--- src/rtl/isolde_xif_coproc_frontend.sv ---
// Coprocessor-side XIF endpoint: decodes offloaded instructions, queues
// accepted ones in issue order until commit/kill, then dispatches committed
// ones one at a time to a local execution unit and returns the write-back.
//
// state  | meaning
// -------+------------------------------------------------------------
// IDLE   | waiting for a committed head; killed heads are dropped here
// EXEC   | presenting the head to the execution unit until it is taken
// WAIT   | execution unit busy, waiting for its done strobe
// RESP   | presenting the result to the CPU; head popped on acceptance
module isolde_xif_coproc_frontend #(
   parameter int unsigned X_ID_WIDTH  = 4,
   parameter int unsigned X_NUM_RS    = 2,
   parameter int unsigned X_RFR_WIDTH = 32,
   parameter int unsigned DEPTH       = 4,
   parameter logic [6:0]  OPCODE      = 7'h0B
) (
   input  logic                            clk_i,
   input  logic                            rst_ni,
   input  logic                            issue_valid_i,
   output logic                            issue_ready_o,
   input  logic [31:0]                     issue_instr_i,
   input  logic [X_ID_WIDTH-1:0]           issue_id_i,
   input  logic [X_NUM_RS*X_RFR_WIDTH-1:0] issue_rs_i,
   input  logic [X_NUM_RS-1:0]             issue_rs_valid_i,
   output logic                            issue_accept_o,
   output logic                            issue_writeback_o,
   input  logic                            commit_valid_i,
   input  logic [X_ID_WIDTH-1:0]           commit_id_i,
   input  logic                            commit_kill_i,
   output logic                            exec_valid_o,
   input  logic                            exec_ready_i,
   output logic [31:0]                     exec_instr_o,
   output logic [X_NUM_RS*X_RFR_WIDTH-1:0] exec_rs_o,
   input  logic                            exec_done_i,
   input  logic [31:0]                     exec_data_i,
   output logic                            result_valid_o,
   input  logic                            result_ready_i,
   output logic [X_ID_WIDTH-1:0]           result_id_o,
   output logic [31:0]                     result_data_o,
   output logic [4:0]                      result_rd_o,
   output logic                            result_we_o
);

   localparam int unsigned PW  = $clog2(DEPTH);
   localparam int unsigned RSW = X_NUM_RS * X_RFR_WIDTH;
   localparam logic [PW:0] FULL_CNT = (PW+1)'(DEPTH);

   typedef enum logic [1:0] {S_IDLE, S_EXEC, S_WAIT, S_RESP} state_e;

   state_e state_q, state_d;

   logic [31:0]           q_instr [DEPTH];
   logic [X_ID_WIDTH-1:0] q_id    [DEPTH];
   logic [RSW-1:0]        q_rs    [DEPTH];
   logic [DEPTH-1:0]      q_vld, q_cmt, q_kill;

   logic [PW-1:0] wr_ptr, rd_ptr;
   logic [PW:0]   count;
   logic [31:0]   data_q;

   logic          match, full, push, pop;
   logic          head_vld, head_cmt, head_kill;
   logic          cmt_hit, cmt_new;
   logic [PW-1:0] cmt_idx, scan_idx;

   assign match     = (issue_instr_i[6:0] == OPCODE);
   assign full      = (count == FULL_CNT);
   assign head_vld  = q_vld[rd_ptr];
   assign head_cmt  = q_cmt[rd_ptr];
   assign head_kill = q_kill[rd_ptr];

   // Issue decode: non-matching instructions are rejected without stalling.
   always_comb begin
      issue_ready_o     = match ? (!full && (&issue_rs_valid_i)) : 1'b1;
      issue_accept_o    = match;
      issue_writeback_o = match;
      push              = issue_valid_i && issue_ready_o && match;
   end

   // Commit lookup: oldest live, still-uncommitted entry carrying the id.
   // An id being pushed this cycle is the youngest, so it only wins if no
   // queued entry matches.
   always_comb begin
      cmt_hit  = 1'b0;
      cmt_idx  = '0;
      scan_idx = '0;
      for (int k = 0; k < DEPTH; k++) begin
         scan_idx = rd_ptr + PW'(k);
         if (!cmt_hit && q_vld[scan_idx] && !q_cmt[scan_idx] &&
             (q_id[scan_idx] == commit_id_i)) begin
            cmt_hit = 1'b1;
            cmt_idx = scan_idx;
         end
      end
      cmt_new = commit_valid_i && !cmt_hit && push && (issue_id_i == commit_id_i);
   end

   // Queue storage, pointers, occupancy and captured execution result.
   always_ff @(posedge clk_i) begin
      if (!rst_ni) begin
         wr_ptr <= '0;
         rd_ptr <= '0;
         count  <= '0;
         q_vld  <= '0;
         q_cmt  <= '0;
         q_kill <= '0;
         data_q <= '0;
         for (int i = 0; i < DEPTH; i++) begin
            q_instr[i] <= '0;
            q_id[i]    <= '0;
            q_rs[i]    <= '0;
         end
      end else begin
         if (push) begin
            q_instr[wr_ptr] <= issue_instr_i;
            q_id[wr_ptr]    <= issue_id_i;
            q_rs[wr_ptr]    <= issue_rs_i;
            q_vld[wr_ptr]   <= 1'b1;
            q_cmt[wr_ptr]   <= cmt_new;
            q_kill[wr_ptr]  <= cmt_new && commit_kill_i;
            wr_ptr          <= wr_ptr + 1'b1;
         end
         if (commit_valid_i && cmt_hit) begin
            q_cmt[cmt_idx]  <= 1'b1;
            q_kill[cmt_idx] <= commit_kill_i;
         end
         // pop only ever targets a committed entry, commit only an
         // uncommitted one, so the two never hit the same slot
         if (pop) begin
            q_vld[rd_ptr]  <= 1'b0;
            q_cmt[rd_ptr]  <= 1'b0;
            q_kill[rd_ptr] <= 1'b0;
            rd_ptr         <= rd_ptr + 1'b1;
         end
         case ({push, pop})
            2'b10:   count <= count + 1'b1;
            2'b01:   count <= count - 1'b1;
            default: count <= count;
         endcase
         if (state_q == S_WAIT && exec_done_i) begin
            data_q <= exec_data_i;
         end
      end
   end

   // Dispatch FSM state register.
   always_ff @(posedge clk_i) begin
      if (!rst_ni) begin
         state_q <= S_IDLE;
      end else begin
         state_q <= state_d;
      end
   end

   // Dispatch FSM next-state logic.
   always_comb begin
      state_d = state_q;
      case (state_q)
         S_IDLE: if (head_vld && head_cmt && !head_kill) state_d = S_EXEC;
         S_EXEC: if (exec_ready_i)   state_d = S_WAIT;
         S_WAIT: if (exec_done_i)    state_d = S_RESP;
         S_RESP: if (result_ready_i) state_d = S_IDLE;
         default: state_d = S_IDLE;
      endcase
   end

   // Dispatch FSM outputs; all result fields read zero outside RESP.
   always_comb begin
      exec_valid_o   = 1'b0;
      exec_instr_o   = '0;
      exec_rs_o      = '0;
      result_valid_o = 1'b0;
      result_id_o    = '0;
      result_data_o  = '0;
      result_rd_o    = '0;
      result_we_o    = 1'b0;
      pop            = 1'b0;
      case (state_q)
         S_IDLE: pop = head_vld && head_cmt && head_kill;
         S_EXEC: begin
            exec_valid_o = 1'b1;
            exec_instr_o = q_instr[rd_ptr];
            exec_rs_o    = q_rs[rd_ptr];
         end
         S_RESP: begin
            result_valid_o = 1'b1;
            result_id_o    = q_id[rd_ptr];
            result_data_o  = data_q;
            result_rd_o    = q_instr[rd_ptr][11:7];
            result_we_o    = 1'b1;
            pop            = result_ready_i;
         end
         default: ;
      endcase
   end

endmodule

--- config.mk ---
export PLATFORM = sky130hd
export DESIGN_NAME = isolde_xif_coproc_frontend
export DESIGN_NICKNAME = d
export VERILOG_FILES = /design/src/rtl/isolde_xif_coproc_frontend.sv
export SDC_FILE = /design/constraint.sdc
export NUM_CORES = 1
export LEC_CHECK = 0
export BUFFER_PORTS_ARGS = -buffer_cell sky130_fd_sc_hd__buf_2
export CAP_MARGIN = 20
export CORE_ASPECT_RATIO = 0.6
export CORE_MARGIN = 4
export CORE_UTILIZATION = 50
export CTS_CLUSTER_DIAMETER = 40
export DETAILED_ROUTE_END_ITERATION = 6
export PLACE_DENSITY = 0.72
export SLEW_MARGIN = 10
export SYNTH_ARGS = -nofsm -noshare
export SYNTH_HDL_FRONTEND = slang
export SYNTH_SLANG_ARGS = --single-unit
export TNS_END_PERCENT = 50
--- constraint.sdc ---
create_clock -name clk_i -period 17.75 [get_ports clk_i]
set_input_delay 4.4375 -clock clk_i [delete_from_list [all_inputs] [get_ports clk_i]]
set_output_delay 4.4375 -clock clk_i [all_outputs]
set_load 0.02 [all_outputs]
# After elaboration in Yosys (flattened, before gate mapping)

Memory sizes are Yosys's and may differ from the RTL's. A register that Yosys moved wholly into a read port is not among the register bits.
Index checks and enable logic that the tools add are counted.

Input port bits: 146
Output and inout port bits: 143
Word-level logic and storage cells: 173
Bits in writable memories: 400
Register bits after elaboration: 53
Memories: 3

Bitwise operators: 6
Reduce and logical (&&, ||, !) cells: 43
Add/subtract/negate cells: 6
Order comparisons: 9
Multiplexer cells: 82
Equality and inequality tests: 16

Memories:

| name    | depth | width | rd ports | clocked after memory_dff | wr ports | line | RTL |
|---|---|---|---|---|---|---|---|
| q_rs    | 4     | 64    | 1        | 1                        | 4        | 55   | `logic [RSW-1:0] q_rs [DEPTH];` |
| q_instr | 4     | 32    | 1        | 1                        | 4        | 53   | `logic [31:0] q_instr [DEPTH];` |
| q_id    | 4     | 4     | 4        | 1                        | 4        | 54   | `logic [X_ID_WIDTH-1:0] q_id [DEPTH];` |

Operators with widths:

| operator                                                           | count |
|---|---|
| 2-to-1 mux 64 bit                                                  | 2 |
| 2-to-1 mux 32 bit                                                  | 3 |
| OR reduction 64 bit                                                | 1 |
| 2-to-1 mux 4 bit                                                   | 15 |
| 2-to-1 mux 2 bit                                                   | 17 |
| OR reduction 32 bit                                                | 1 |
| logical AND 1 bit                                                  | 26 |
| 2-to-1 mux 1 bit                                                   | 26 |
| equality test 4 bit                                                | 5 |
| binary-select mux 1 bit (select 2 bit)                             | 9 |
| less-than comparator 2 x 3 -> 1 bit (second input constant)        | 6 |
| AND 4 bit                                                          | 3 |
| bitwise mux 4 bit                                                  | 3 |
| logical NOT 1 bit                                                  | 10 |
| != test 2 bit (second input constant)                              | 4 |
| OR 4 bit                                                           | 2 |
| case mux 2 bit (4 select lines)                                    | 1 |
| equality test 7 x 4 -> 1 bit (second input constant)               | 1 |
| demux 1 bit (select 2 bit)                                         | 3 |
| equality test 2 bit (second input constant)                        | 3 |
| greater-or-equal comparator 2 x 1 -> 1 bit (second input constant) | 3 |
| case mux 3 bit (2 select lines)                                    | 1 |
| 2-to-1 mux 5 bit                                                   | 1 |
| adder 2 x 1 -> 2 bit (second input constant)                       | 2 |
| other kinds (12)                                                   | 14 |

# Longest topological paths before layout

Gate-level depths: netlist (run 1).

Word-level depth: 34
Depth in mapped cells: 13
Gate-level depth less buffers: 10

# Worst setup path after synthesis (run 1)

OpenSTA, ideal clock, no wires.

Path type: input port to flip-flop
Start: in issue_instr_i[5]
End: mem q_id[3][0], enable pin
Required time: 17.045 ns
Data arrival time: 13.622 ns
Slack: 3.422 ns
Cell stages on the path: 6
Setup time: 0.705 ns
Path buffers: 1
Cells stage by stage: or4b_1 -> nor3_1 -> and3_1 -> clkbuf_1 -> inv_1 -> o31ai_1

RTL lines:

| element     | line | RTL |
|---|---|---|
| from (decl) | 22   | `input logic [31:0] issue_instr_i,` |
| to (decl)   | 54   |  |

# Worst setup path in the final report (run 1)

Start: in issue_instr_i[5]
End: out issue_ready_o

Longest elaborated chain between the ends: 2

RTL lines:

| element                      | line | RTL |
|---|---|---|
| equality test 7 x 4 -> 1 bit | 67   | `assign match = (issue_instr_i[6:0] == OPCODE);` |
| 2-to-1 mux 1 bit             | 75   | `issue_ready_o = match ? (!full && (&issue_rs_valid_i)) : 1'b1;` |
| to (decl)                    | 21   | `output logic issue_ready_o,` |

No other way between the ends.

==> impl_metrics.yaml, run 1 <==
critical_path:
  worst_setup_path_end_kind: "output pin"
  r2r_setup_slack_ns: 13.32
  slowest_stage: "or4b_1"
  required_ns: 13.31
  crit_arrival_ns: 5.65
  cp_common_cell: "buf_2"
  cpLargestDelayFamily: "simple AND/OR/NAND/NOR gates"
  cp_max_fo: 4
  worstPathCellList: "buf_2 > or4b_1 > nor3_1 > nand2b_1 > buf_2"
  path_buf_inv: 2
  path_class: "input pin to output pin"
  r2r_end: "q_rs[0][18]"
  r2r-start: "count[0]"
  slowest_delay_ns: 0.50
  ff2ff_path_depth: 8
  setup.worst_path.start_class: "input pin"
placement:
  dp_hpwl_um: 30500
  routabilityCongestion: 0.886
  dp_cells: 2258
  place_ws_ns: 7.67
  io_buffers: 288
job:
  max_cap_violations: 0
global_route:
  first_global_vias: 13500
  grt_pass1_wl_um: 79600
  overflow: 0
  grt_use_total_pct: 22.4
  grt_max_degree: 99
  antenna_found_initial: 5
power_and_ir_drop:
  power_leakage_nw: 9.62
  irDropWorstVdd_mv: 0.0542
  p_total_mw: 2.57
  pwr_density_cell_mw_per_mm2: 104
status:
  status: "finished, final reports clean"
yosys:
  synth_edf_count: 400
  syn_inst: 1490
  ys_seq_area_share_pct: 62.5
  netlist_area_mm2: 0.0210
  synth_top_area_share_pct: 57.2
  synth_cell_type_count: 55
  async_reset_ff_share_pct: 0
  ys_warn_count: 0
  ys.flop_type: "edfxtp_1"
  syn_avg_cell_area_um2: 14.1
  synthTopCellsByArea: "edfxtp_1 57%, and2_1 12%, mux4_2 12%"
  ys_ff_latch: 455
  synth_area_leader_cell: "edfxtp_1"
route:
  vias_per_cell: 5.52
  remaining_drc_errors: 0
  drt_first_pass_iters: 5
  ant_nets: 0
  wl_per_cell_um: 21.8
  vias: 13000
  wl_um: 51400
  drt_first_iter_violations: 1026
clock_tree:
  clock_latency_ns: 0.56
  ctsHtreeMaxLevel: 2
  cts_resized: 0
  cts-root-buf: "clkbuf_16"
  clockBufferDepth: 3
  clk_pin_slew_ns: 0.06
  cts_setup_buffers: 0
  cts_sinks: 455
  numCtsBuffers: 49
  hold_buffers: 0
  cts_tree: "yes"
timing:
  maxSlewHeadroom_pct: 26.8
  hold_viol: 0
  max_freq_mhz: 99.2
  tns_ns: 0
  tightest_slew_ns: 1.10
  drv_slew: 0
  rsz0062_at_grt: "false"
  fin_skew_ns: 0.0180
  final.setup.worst_slack_ns: 7.67
  fin_crit_sh_pct: 56.8
  setup_viol: 0
  hold-worst-slack_ns: 0.450
  period_needed_ns: 10.08
cells_and_area:
  nNetsFinal: 1913
  final_cell_mix: "417 x and2_1, 400 x edfxtp_1, 287 x buf_2"
  syn_to_final_growth_pct: 17.4
  layout_commonest_cell: "and2_1"
  fillers: 3201
  stdcell_count: 2356
  drive_gt1_share_pct: 28.5
worst_hold_path:
  min_path_cells: 2
  hp-class: "flop to flop"
  worst_hold_path.endpoint: "data_q[30]"
  min_from: "data_q[30]"
die:
  start_util_pct: 51.3
  die_h_um: 167
  fp.dieW_um: 272
  die-area_mm2: 0.0454
  core-area_mm2: 0.0409
  fp-row-count: 57
  io_pins: 289
-- registers in the layout, indices dropped and copies added, names as in the netlist, named ones only --
signal,count
q_kill,4
data_q,32
q_vld,4
state_q,2
q_instr,128
rd_ptr,2
q_cmt,4
q_id,16
q_rs,256
wr_ptr,2
count,3
-- layer usage --
metal	global-route usage (%)	part of all wire, %	up-vias
li1	-	-	5915
met1	31.9	44	6582
met2	36.7	48	444
met3	4.47	6.6	54
met4	3.93	1.4	0
met5	0	0	-
-- worst min-delay path: stages (launching register included) --
cell	delay, ns
dfxtp_1	0.30
nand2_1	0.05
a21oi_1	0.05
-- power by group --
group	internal, mW	switching [mW]
clock network	0.605	0.428
registers	1.20	0.0149
logic	0.110	0.205
-- cells by family (layout without fill, tap and decap cells) --
group	count (synthesis)	count (layout)	share of synthesized area, %
xor+xnor	25	25	1.04
fa+ha+maj	15	15	0.930
mux	119	119	12.1
compound gates	83	83	2.41
buf+inv	135	422	2.54
flops	455	455	62.5
other cells	1	20	0.0179
simple gates	657	657	18.5
-- worst max-delay path by stage --
| stage | start | slack [ns] | cells after the start | endpoint |
|---|---|---|---|---|
| 5_1_grt | issue_instr_i[5] | 7.52 | 5 | issue_ready_o |
| 4_1_cts | issue_instr_i[5] | 7.66 | 5 | issue_ready_o |
| 3_5_place_dp | issue_instr_i[5] | 7.67 | 5 | issue_ready_o |
| 6_report | issue_instr_i[5] | 7.67 | 5 | issue_ready_o |
| 3_3_place_gp | issue_instr_i[5] | 7.68 | 5 | issue_ready_o |
| 2_1_floorplan | issue_instr_i[5] | 3.42 | 6 | q_id[3][0] |
-- metrics by stage --
step           instance area [um2]  utilization [%]
6_report                     24600             60.2
2_1_floorplan                21000                -
3_3_place_gp                 23000             56.1
4_1_cts                      24600             60.0
5_1_grt                      24600             60.2
3_5_place_dp                 23000             56.1
-- area by class of cell --
class                      count  area (um2)  area share [%]
sequential                   455       13100            53.2
multi-input combinational    915        7470            30.3
timing repair buffer         309        1640            6.64
clock buffer                  62        1320            5.34
tap                          560         701            2.84
clock inverter                29         314            1.27
inverter                      22        82.6           0.335
antenna                        4        10.0          0.0406
-- synth_stat cells, types with 10 or more instances --
cell,number
ha_1,14
xnor2_1,14
mux2i_1,10
edfxtp_1,400
a21oi_1,47
buf_1,16
inv_1,21
dfxtp_1,55
and3_1,94
xor2_1,11
and2_1,417
clkbuf_1,87
nand2_1,87
nor3_1,17
nor2_1,15
mux4_2,108
Power figures use the tool's default switching activity.
==> run 2, diff against run 1 <==
ABC_AREA = 1   (was not set)
clock period = 10.4 ns   (was 17.75 ns; I/O delays follow)
==> run 2 against run 1 <==
Via count up 30%. Combinational power up 80%. Register-to-register slack worse by 7.5 ns. Global-route usage rose by 1.6 points. Die area up 1.1%. Sequential power up 73%. Worst hold slack gained 0.031 ns. Synthesized area increased by 1.2%. Clock skew is 0.0052 ns lower. Clock power rose by 53%. Clock-buffer cell count decreased by 7. Critical path depth rose by 2. Critical path type is now flop to output pin. Highest routed layer unchanged.
==> impl_metrics.yaml, run 2 <==
yosys:
  synth_cell_type_count: 38
  synthTopCellsByArea: "edfxtp_1 57%, nor2_1 15%, o21ai_0 5.5%"
  syn_inst: 2341
  synth_top_area_share_pct: 56.6
  async_reset_ff_share_pct: 0
  synth_xor_area_share_pct: 0.0413
  synth_simple_gate_area_share_pct: 21.8
  ys.flop_type: "edfxtp_1"
  ys_warn_count: 0
  synth_compound_area_share_pct: 8.80
  synth_adder_area_share_pct: 0.919
  synthMuxAreaShare_pct: 0.0471
  netlist_area_mm2: 0.0212
  ys_ff_latch: 455
  synth_edf_count: 400
  synth_top_family_by_area: "simple AND/OR/NAND/NOR gates"
  synth_common_cells: "857 x nor2_1, 400 x edfxtp_1, 234 x o21ai_0, 204 x nand2_1, 179 x inv_1"
  ys_seq_area_share_pct: 61.8
  syn_avg_cell_area_um2: 9.07
  synth_area_leader_cell: "edfxtp_1"
  synth_most_common_cell: "nor2_1"
clock_tree:
  clock_latency_ns: 0.56
  cts_tree: "yes"
  cts_setup_buffers: 0
  clk_pin_slew_ns: 0.06
  cts_sinks: 455
  cts_resized: 0
  cts-root-buf: "clkbuf_16"
  numCtsBuffers: 46
  hold_buffers: 0
  clockBufferDepth: 3
  ctsHtreeMaxLevel: 2
timing:
  hold_viol: 0
  rsz0062_at_grt: "false"
  maxSlewHeadroom_pct: 24.7
  tns_ns: 0
  max_freq_mhz: 152
  drv_slew: 0
  fin_skew_ns: 0.0127
  period_needed_ns: 6.58
  fin_crit_sh_pct: 63.3
  tightest_slew_ns: 1.13
  setup_viol: 0
  final.setup.worst_slack_ns: 3.82
power_and_ir_drop:
  combPwrFrac_pct: 13.3
  p_total_mw: 4.25
  pwr_density_cell_mw_per_mm2: 174
  p_switching_mw: 1.17
  p_int_mw: 3.09
  seqPwrFrac_pct: 49.5
  p_clk_share_pct: 37.2
  power_leakage_nw: 10.7
  irDropWorstVdd_mv: 0.123
  netSwitchingFraction_pct: 27.5
status:
  status: "finished, final reports clean"
route:
  wl_um: 56300
  ant_nets: 0
  vias: 16800
  remaining_drc_errors: 0
  drt_first_iter_violations: 1822
  drt_first_pass_iters: 5
  wl_per_cell_um: 17.8
  vias_per_cell: 5.31
die:
  die-area_mm2: 0.0459
  fp.dieW_um: 274
  core-area_mm2: 0.0419
  fp-row-count: 58
  io_pins: 289
  die_h_um: 168
  start_util_pct: 50.6
cells_and_area:
  top_regs: "q_rs x256, q_instr x128, data_q x32"
  largest_reg_flops: 256
  syn_to_final_growth_pct: 15.2
  postLayoutCoreUtil_pct: 58.3
  drive_gt1_share_pct: 16.2
  regMostFlops: "q_rs"
  nNetsFinal: 2729
  layout_commonest_cell: "nor2_1"
  fillers: 3704
  final_cell_mix: "857 x nor2_1, 400 x edfxtp_1, 288 x buf_2"
critical_path:
  path_class: "flop to output pin"
  worst_setup_path_end_kind: "output pin"
  required_ns: 7.80
  setup.worst_path.start_class: "flop"
  cp_max_fo: 71
  crit_arrival_ns: 3.98
placement:
  place_ws_ns: 3.04
  routabilityCongestion: 0.913
  io_buffers: 288
  dp_hpwl_um: 34300
global_route:
  antenna_found_initial: 1
  first_global_vias: 16200
  overflow: 0
  grt_max_degree: 117
  grt_use_total_pct: 23.9
  grt_pass1_wl_um: 88100
job:
  max_cap_violations: 0
worst_hold_path:
  hp-class: "flop to flop"
-- run 2: cells by family (layout without fill, tap and decap cells) --
group | after synthesis | count (layout)
AND/OR/NAND/NOR | 1168 | 1168
flip-flops | 455 | 455
AO/OA/AOI/OAI | 363 | 363
buffers and inverters | 337 | 584
adder cells (fa/ha/maj) | 15 | 15
other | 1 | 17
XOR/XNOR | 1 | 1
multiplexers | 1 | 1
-- run 2: layer usage --
metal / part of all wire [%] / wire, um / GRT usage, %
met1: 45 / 25200 / 34.5
met2: 45 / 25300 / 37.4
met3: 7.1 / 3990 / 3.85
met4: 3.3 / 1860 / 7.71
met5: 0 / 0 / 0
-- run 2: power by group through the flow --
stage	combinational (mW)	clock, mW	sequential, mW
6_report	0.566	1.58	2.11
5_1_grt	0.627	1.68	2.12
4_1_cts	0.566	1.60	2.11
3_5_place_dp	0.563	0	2.15
3_3_place_gp	0.557	0	2.14
2_1_floorplan	0.371	0	2.13
-- run 2: path summary, 6_finish.rpt --
kind / cells past startpoint / slack [ns] / to / startpoint
hold reg to reg: 2 / 0.48 / data_q[4] / data_q[4]
setup / recovery: 7 / 3.82 / exec_rs_o[9] / flop
hold / removal: 2 / 0.48 / data_q[4] / data_q[4]
setup reg to reg: 12 / 5.78 / q_instr[0][11] / count[1]
-- run 2: area by class of cell --
cell class              count  area, um2  area share [%]
diodes                      1       2.50          0.0102
clock buffers              55       1210            4.93
flip-flops and latches    455      13100            53.6
clock inverters            28        214           0.875
multi-input cells        1564       6810            27.9
inverters                 193        741            3.03
repair buffers            308       1650            6.75
well taps                 570        713            2.92
-- run 2: metrics by stage --
| stage | instances | instance area, um2 | hold WS (ns) |
|---|---|---|---|
| 3_3_place_gp | 3087 | 23000 | 0.464 |
| 2_1_floorplan | 2356 | 21300 | 0.445 |
| 3_5_place_dp | 3088 | 23000 | 0.472 |
| 6_report | 3174 | 24500 | 0.481 |
| 4_1_cts | 3171 | 24400 | 0.485 |
| 5_1_grt | 3174 | 24500 | 0.507 |
-- run 2: critical path, cell delays in order, from the launching register on --
cell,delay (ns)
dfxtp_4,0.81
buf_4,0.79
buf_4,0.78
nor2_1,0.12
nor2_1,0.12
o21ai_0,0.09
a21oi_1,0.37
buf_2,0.24
==> run 3, diff against run 2 <==
PLACE_DENSITY = 0.75   (was 0.72)
clock period = 5.9 ns   (was 10.4 ns; I/O delays follow)
==> run 3 against run 2 <==
Combinational power up 80%. Routed wire length fell by 1.1%. Power is 84% higher. Critical path type unchanged. Largest cell class unchanged.
==> impl_metrics.yaml, run 3 (synthesized netlist as in run 2, its figures left out) <==
status:
  status: "finished, final reports clean"
route:
  ant_nets: 0
  vias: 16900
  remaining_drc_errors: 0
  wl_um: 55700
  met1_length_um: 23500
  dr_wl_met3_um: 4680
  met2_length_um: 26500
  drt_first_iter_violations: 1923
  wl_per_cell_um: 17.5
  drt_first_pass_iters: 6
  vias_per_cell: 5.30
  topRoutingLayerUsed: "met4"
critical_path:
  slowest_stage: "buf_4"
  worst_setup_path_end_kind: "output pin"
  cp_common_cell: "nor2_1"
  ff2ff_path_depth: 14
  setup.worst_path.start_class: "flop"
  worstPathCellList: "buf_4 > nor2_1 > nor2_1 > o21ai_0 > a21oi_1 > buf_2"
  crit_arrival_ns: 3.20
  required_ns: 4.43
  r2r_setup_slack_ns: 2.15
  slowest_delay_ns: 0.95
  cp_max_fo: 96
  r2r-start: "rd_ptr[1]"
  path_class: "flop to output pin"
  r2r_end: "q_kill[3]"
cells_and_area:
  final_area_mm2: 0.0248
  stdcell_count: 3183
  fillers: 3627
  final_cell_mix: "857 x nor2_1, 400 x edfxtp_1, 288 x buf_2"
  regMostFlops: "q_rs"
  drive_gt1_share_pct: 16.7
  largest_reg_flops: 256
  num_antenna_cells: 0
  layout_commonest_cell: "nor2_1"
  postLayoutCoreUtil_pct: 59.1
  top_regs: "q_rs x256, q_instr x128, data_q x32"
  nNetsFinal: 2738
  syn_to_final_growth_pct: 16.7
clock_tree:
  cts_setup_buffers: 0
  clock_latency_ns: 0.56
  numCtsBuffers: 48
  cts_sinks: 455
  clk_pin_slew_ns: 0.06
  cts_resized: 0
  clockBufferDepth: 3
  ctsHtreeMaxLevel: 2
  cts_tree: "yes"
  hold_buffers: 0
  cts-root-buf: "clkbuf_16"
timing:
  period_needed_ns: 4.67
  fin_crit_sh_pct: 79.2
  tns_ns: 0
  drv_slew: 0
  max_freq_mhz: 214
  rsz0062_at_grt: "false"
  fin_skew_ns: 0.0175
  setup_viol: 0
  maxSlewHeadroom_pct: 25.9
  hold_viol: 0
  tightest_slew_ns: 1.11
die:
  core-area_mm2: 0.0419
  fp.dieW_um: 274
  die-area_mm2: 0.0459
  start_util_pct: 50.6
  die_h_um: 168
  io_pins: 289
  fp-row-count: 58
power_and_ir_drop:
  pwr_density_cell_mw_per_mm2: 316
  power_leakage_nw: 10.8
  irDropWorstVdd_mv: 0.256
worst_hold_path:
  min_from: "data_q[21]"
  hp-class: "flop to flop"
  min_path_cells: 2
  worst_hold_path.endpoint: "data_q[21]"
placement:
  routabilityCongestion: 0.898
  io_buffers: 288
  dp_hpwl_um: 33800
  dpl_cell_area_mm2: 0.0231
  dp_cells: 3095
global_route:
  antenna_found_initial: 0
  overflow: 0
  grt_pass1_wl_um: 87900
  first_global_vias: 16400
  grt_use_total_pct: 23.7
  grt_max_degree: 97
job:
  max_cap_violations: 0
-- run 3: cell type report --
type	instances	area, um2	area share (%)
clock buffers	58	1280	5.17
clock inverters	28	353	1.42
inverters	193	736	2.97
multi-input cells	1564	6810	27.5
flip-flops and latches	455	13100	53.0
well taps	570	713	2.88
repair buffers	315	1760	7.10
-- run 3: routing by layer --
metal | global-route usage (%) | up-vias
met2 | 38.4 | 685
met4 | 5.63 | 0
met5 | 0 | -
met1 | 33.2 | 7995
li1 | - | 8115
met3 | 5.00 | 75
-- run 3: worst max-delay path by stage --
stage | endpoint | cells past startpoint | slack [ns]
after floorplan | q_id[2][0] | 13 | 0.28
final | exec_rs_o[7] | 6 | 1.23
after global placement | q_rs[1][43] | 12 | 1.30
after detailed placement | q_rs[1][43] | 12 | 1.21
after CTS | exec_rs_o[7] | 6 | 1.22
after global routing | exec_rs_o[7] | 6 | 0.97
-- run 3: critical path: cells and delay by family, from the launching register on --
kind / cells / cell delay [ns]
buf+inv: 2 / 1.20
flops: 1 / 0.71
compound gates: 2 / 0.47
simple gates: 2 / 0.23
-- run 3: metrics by stage --
stage / hold slack (ns) / power, mW / worst slack [ns]
4_1_cts: 0.487 / 7.86 / 1.22
3_5_place_dp: 0.472 / 4.78 / 1.21
5_1_grt: 0.512 / 8.13 / 0.967
2_1_floorplan: 0.445 / 4.42 / 0.277
6_report: 0.481 / 7.83 / 1.23
3_3_place_gp: 0.462 / 4.75 / 1.30
-- run 3: where the power goes --
part	internal, mW	switching [mW]
logic	0.281	0.738
clock network	1.83	1.27
registers	3.64	0.0643
total	5.75	2.07
